`src/rtl/uart_tx_engine.sv`:
```
// UART transmitter: a DEPTH-entry byte FIFO feeding a start/data/parity/stop serializer.
// Divisor and frame format are captured as each frame starts, so cfg changes only affect later frames.
module uart_tx_engine #(
    parameter int DEPTH = 8,
    parameter int DIV_W = 16,
    localparam int CW = $clog2(DEPTH) + 1
) (
    input  logic             clock,
    input  logic             reset,
    input  logic             cfg_en,
    input  logic [DIV_W-1:0] cfg_div,
    input  logic [1:0]       cfg_nbits,
    input  logic [1:0]       cfg_parity,
    input  logic             cfg_nstop,
    input  logic [CW-1:0]    cfg_txwm,
    input  logic             enq_valid,
    input  logic [7:0]       enq_data,
    output logic             enq_ready,
    input  logic             flush,
    output logic             txd,
    output logic [CW-1:0]    count,
    output logic             busy,
    output logic             ip_txwm
);
    localparam int AW = $clog2(DEPTH);
    localparam logic [CW-1:0] FULL = CW'(DEPTH);

    typedef enum logic [2:0] {IDLE, START, DATA, PARITY, STOP} state_t;
    state_t state_q, state_d;

    logic [7:0]       mem_q [DEPTH];
    logic [AW-1:0]    wr_ptr_q, rd_ptr_q;
    logic [CW-1:0]    count_q, count_d;
    logic [DIV_W-1:0] cnt_q, cnt_d, div_q, div_d;
    logic [2:0]       bit_q, bit_d;
    logic             stop_q, stop_d;
    logic [7:0]       shift_q, shift_d;
    logic             par_q, par_d;
    logic [1:0]       nbits_q, nbits_d, parity_q, parity_d;
    logic             nstop_q, nstop_d;
    logic             txd_q, txd_d, busy_q, busy_d;
    logic             push, pop, start_ok, tick;
    logic [7:0]       head, head_mask;

    assign enq_ready = (count_q != FULL) && !flush;
    assign push      = enq_valid && enq_ready;
    assign start_ok  = cfg_en && (count_q != '0) && !flush;
    assign tick      = (cnt_q == '0);
    assign head      = mem_q[rd_ptr_q];
    // Bits above the configured width never reach the line, so keep them out of parity.
    assign head_mask = head & (8'hFF >> (2'd3 - cfg_nbits));
    assign count_d   = flush ? '0 : count_q + CW'(push) - CW'(pop);

    always_ff @(posedge clock) begin
        if (push) mem_q[wr_ptr_q] <= enq_data;
    end

    always_ff @(posedge clock or negedge reset) begin
        if (!reset) begin
            wr_ptr_q <= '0;
            rd_ptr_q <= '0;
            count_q  <= '0;
        end else begin
            count_q <= count_d;
            if (flush) begin
                wr_ptr_q <= '0;
                rd_ptr_q <= '0;
            end else begin
                if (push) wr_ptr_q <= wr_ptr_q + 1'b1;
                if (pop)  rd_ptr_q <= rd_ptr_q + 1'b1;
            end
        end
    end

    always_ff @(posedge clock or negedge reset) begin
        if (!reset) begin
            state_q  <= IDLE;
            cnt_q    <= '0;
            div_q    <= '0;
            bit_q    <= '0;
            stop_q   <= 1'b0;
            shift_q  <= '0;
            par_q    <= 1'b0;
            nbits_q  <= '0;
            parity_q <= '0;
            nstop_q  <= 1'b0;
            txd_q    <= 1'b1;
            busy_q   <= 1'b0;
        end else begin
            state_q  <= state_d;
            cnt_q    <= cnt_d;
            div_q    <= div_d;
            bit_q    <= bit_d;
            stop_q   <= stop_d;
            shift_q  <= shift_d;
            par_q    <= par_d;
            nbits_q  <= nbits_d;
            parity_q <= parity_d;
            nstop_q  <= nstop_d;
            txd_q    <= txd_d;
            busy_q   <= busy_d;
        end
    end

    always_comb begin
        state_d  = state_q;
        cnt_d    = cnt_q;
        div_d    = div_q;
        bit_d    = bit_q;
        stop_d   = stop_q;
        shift_d  = shift_q;
        par_d    = par_q;
        nbits_d  = nbits_q;
        parity_d = parity_q;
        nstop_d  = nstop_q;
        pop      = 1'b0;
        if (state_q != IDLE) cnt_d = tick ? div_q : cnt_q - 1'b1;
        case (state_q)
            IDLE:   pop = start_ok;
            START:  if (tick) begin
                        state_d = DATA;
                        bit_d   = '0;
                    end
            DATA:   if (tick) begin
                        if (bit_q == {1'b0, nbits_q} + 3'd4) begin
                            state_d = (parity_q == 2'd1 || parity_q == 2'd2) ? PARITY : STOP;
                        end else begin
                            bit_d   = bit_q + 1'b1;
                            shift_d = shift_q >> 1;
                        end
                    end
            PARITY: if (tick) state_d = STOP;
            STOP:   if (tick) begin
                        if (nstop_q && !stop_q) begin
                            stop_d = 1'b1;
                        end else begin
                            state_d = IDLE;
                            pop     = start_ok;
                        end
                    end
            default: state_d = IDLE;
        endcase
        // Popping doubles as the frame start: capture byte and format together.
        if (pop) begin
            state_d  = START;
            cnt_d    = cfg_div;
            div_d    = cfg_div;
            nbits_d  = cfg_nbits;
            parity_d = cfg_parity;
            nstop_d  = cfg_nstop;
            stop_d   = 1'b0;
            shift_d  = head;
            par_d    = (^head_mask) ^ (cfg_parity == 2'd2);
        end
    end

    always_comb begin
        busy_d = (state_d != IDLE);
        case (state_d)
            START:   txd_d = 1'b0;
            DATA:    txd_d = shift_d[0];
            PARITY:  txd_d = par_d;
            default: txd_d = 1'b1;
        endcase
    end

    assign txd     = txd_q;
    assign busy    = busy_q;
    assign count   = count_q;
    assign ip_txwm = (count_q < cfg_txwm);
endmodule
```
`config.mk`:
```
export PLATFORM = sky130hd
export DESIGN_NAME = uart_tx_engine
export DESIGN_NICKNAME = d
export VERILOG_FILES = /design/src/rtl/uart_tx_engine.sv
export SDC_FILE = /design/constraint.sdc
export NUM_CORES = 1
export LEC_CHECK = 0
export ABC_CLOCK_PERIOD_IN_PS = 6430
export BUFFER_PORTS_ARGS = -buffer_cell sky130_fd_sc_hd__buf_2
export CAP_MARGIN = 10
export CORE_UTILIZATION = 40
export CTS_CLUSTER_DIAMETER = 120
export DETAILED_ROUTE_END_ITERATION = 7
export GPL_TIMING_DRIVEN = 0
export MAX_ROUTING_LAYER = met4
export PLACE_DENSITY_LB_ADDON = 0.3
export SKIP_LAST_GASP = 1
export SYNTH_ARGS = -nofsm -noshare
export SYNTH_HDL_FRONTEND = slang
export SYNTH_SLANG_ARGS = --single-unit
```
`constraint.sdc`:
```
create_clock -name clock -period 6.43 [get_ports clock]
set_clock_uncertainty 0.15 [all_clocks]
set_input_delay 0.3215 -clock clock [delete_from_list [all_inputs] [get_ports clock]]
set_output_delay 0.3215 -clock clock [all_outputs]
set_load 0.02 [all_outputs]
```
==> impl_metrics.py <==
metrics = {
    "outcome": {
        "status": "finished clean",
    },
    "critical_path": {
        "path_class": "flip-flop to flip-flop",
        "cp_top_family": "simple AND/OR/NAND/NOR gates",
        "cp_common_cell": "ha_1",
        "worstPathRequired_ns": 6.57,
        "crit_arrival_ns": 4.23,
        "crit_path_start_kind": "flip-flop",
        "path_buf_inv": 6,
        "max_stage_delay_ns": 0.49,
        "end_kind": "flip-flop",
        "worstPathCellList": "inv_1 > ha_1 > or4b_1 > or3_1 > buf_2 > o31ai_4 > nand2_2 > inv_2 > buf_6 > buf_2 > ha_1 > inv_1 > ha_1 > fa_1 > nor2b_1",
        "cpMaxStageDelayCell": "or4b_1",
        "path_max_fanout": 10,
    },
    "power_and_ir_drop": {
        "power_frac_comb": 0.219,
        "p_seq_frac": 0.423,
        "p_per_area_nw_per_um2": 376,
        "p_int_mw": 1.90,
        "switchingPower_mw": 0.858,
        "power.leakage_nw": 2.95,
        "ir_drop_mv": 0.201,
        "switching_share": 0.311,
        "clockPowerShare": 0.358,
    },
    "clock_network": {
        "cts_sinks": 129,
        "cts_resized": 0,
        "cts_tree": "built",
        "path_clk_slew_ns": 0.06,
        "cts-root-buf": "clkbuf_16",
        "cts_buffers": 17,
        "cts_max_level": 4,
        "clk-insertion-delay-late_ns": 0.42,
        "clockBufferDepth": 2,
    },
    "logic_synthesis": {
        "yosys_warnings": 0,
        "synth_ff_type": "edfxtp_1",
        "synth.most_common_cell": "nand2_1",
        "synthesis.nets": 557,
        "ys_seq_area_frac": 0.585,
        "syn_inst": 505,
        "synth_edf_count": 64,
        "synth_seq_cells": 129,
        "synth_top_area_frac": 0.317,
        "yosys-top-cells-count": "nand2_1 (78), dfrtp_1 (64), edfxtp_1 (64), nor2_1 (46)",
        "synth.avg_cell_area_um2": 12.0,
        "synthTopCellsByArea": "edfxtp_1 (32%), dfrtp_1 (26%), mux4_2 (5.2%)",
        "async_flop_share": 0.504,
        "syn_area_um2": 6070,
        "synth_cell_types": 62,
        "synth_top_cell_by_area": "edfxtp_1",
    },
    "drt": {
        "ant_nets": 0,
        "drt_iter0_drc": 283,
        "routed_wl_um": 13000,
        "wl_per_cell_um": 16.5,
        "drtPass1Iterations": 7,
        "vias_per_cell": 5.22,
        "drc": 0,
        "vias": 4109,
    },
    "die": {
        "start_util": 0.415,
        "die_width_um": 125,
        "core_area_um2": 14600,
        "die_h_um": 125,
        "die_area_um2": 15700,
        "row_count": 44,
        "pin_count": 46,
    },
    "final_layout": {
        "final_nets": 642,
        "area_growth_pct": 21.1,
        "instances_no_fill": 787,
        "drive_gt1_frac": 0.206,
        "antenna_cells": 0,
    },
    "sta": {
        "relSlewSlack": 0.313,
        "fmaxAchievable_mhz": 245,
        "setup_tns_ns": 0,
        "worstMarginPinSlew_ns": 1.02,
        "rsz0062_at_grt": "no",
        "post-route-min-period_ns": 4.09,
        "slew_viol_final": 0,
        "hold_viol_final": 0,
        "fin_crit_sh": 0.636,
        "setup_viol": 0,
    },
    "global_routing": {
        "grt_start_max_net_pins": 66,
        "grt_pass1_vias": 4086,
        "gr-total-overflow": 0,
        "grt_pass1_wl_um": 21500,
        "grt_antenna_before_repair": 0,
        "grt_usage": 0.186,
    },
    "placed_design": {
        "placed_cells": 735,
        "globalplace.congestion": 0.857,
        "hpwl_um": 8840,
        "io_buffers": 45,
    },
    "job": {
        "cap_violations": 0,
    },
    "min_path": {
        "hold_class": "input pin to flip-flop",
    },
}
[power groups by stage]
| stage | Combinational [mW] | Sequential [mW] | Clock [mW] |
|---|---|---|---|
| finish | 0.604 | 1.17 | 0.988 |
| floorplan | 0.436 | 1.16 | 0 |
| CTS | 0.611 | 1.17 | 1.00 |
| global placement | 0.578 | 1.17 | 0 |
| detailed placement | 0.600 | 1.18 | 0 |
| global route | 0.687 | 1.19 | 1.04 |
[per-stage QoR]
step	setup WS [ns]	cell area, um2	hold slack (ns)	power, mW	utilization
after CTS	2.34	7350	0.000615	2.78	0.502
after global placement	2.37	6530	0.306	1.75	0.446
after detailed placement	2.36	6540	0.312	1.78	0.447
after global routing	2.12	7350	0.00975	2.92	0.502
after floorplan	2.88	6070	-0.124	1.60	-
final	2.34	7350	0.0214	2.76	0.502
[layer usage]
layer / global-route usage / vias up / routed length (um)
li1: - / 1993 / -
met1: 0.229 / 2032 / 5880
met2: 0.300 / 70 / 6500
met3: 0.0441 / 14 / 422
met4: 0.0653 / 0 / 187
met5: - / - / 0
[worst paths after layout]
kind | cells after the start | slack [ns] | from | end
max | 15 | 2.34 | cnt_q[0]$_DFFE_PN0P_ | count[1]$_DFF_PN0_
min | 1 | 0.02 | enq_data[2] | mem_q[7][2]$_DFFE_PP_
max reg2reg | 15 | 2.34 | cnt_q[0]$_DFFE_PN0P_ | count[1]$_DFF_PN0_
min reg2reg | 2 | 0.32 | div_q[12]$_DFFE_PN0P_ | div_q[12]$_DFFE_PN0P_
max in group asynchronous | 2 | 5.17 | reset | cnt_q[0]$_DFFE_PN0P_
min in group asynchronous | 2 | 0.39 | reset | cnt_q[3]$_DFFE_PN0P_
[registers in the layout, summed over array words and instances (netlist names), 4 cells and up]
register	cells
mem_q	64
cnt_q	16
shift_q	8
div_q	16
count	4
[logic make-up after synthesis]
group                    count (synthesis)  share of synthesized area
adder cells (fa/ha/maj)                 14                     0.0301
buffers and inverters                   40                     0.0299
XOR/XNOR                                25                     0.0383
AO/OA/AOI/OAI                           70                     0.0816
flip-flops                             129                      0.585
multiplexers                            30                     0.0783
AND/OR/NAND/NOR                        197                      0.157
[timing repair]
item,in CTS,in global routing
setup endpoints to repair,0,0
hold buffers,20,0
buffers inserted,0,0
endpoints found under the hold margin,84,0
[layout make-up]
class | count | area [um2]
clock inverters | 15 | 186
fillers | 1301 | 7290
multi-input cells | 336 | 2340
flip-flops and latches | 129 | 3550
inverters | 14 | 52.6
well taps | 184 | 230
plain buffers | 26 | 129
repair buffers | 66 | 433
clock buffers | 17 | 425
[placed cells by master, fill, tap and decap left out, drive strengths merged, types with 11 or more instances in the layout]
| master | instances |
|---|---|
| edfxtp | 64 |
| inv | 24 |
| o21ai | 16 |
| ha | 13 |
| mux2i | 16 |
| buf | 59 |
| nand2 | 87 |
| mux4 | 14 |
| dfrtp | 64 |
| xor2 | 11 |
| nor2 | 46 |
| a31oi | 11 |
| xnor2 | 13 |
| nor3 | 13 |
| clkbuf | 30 |
| dlygate4sd3 | 20 |
No activity file was read; power rests on OpenSTA's default activity.
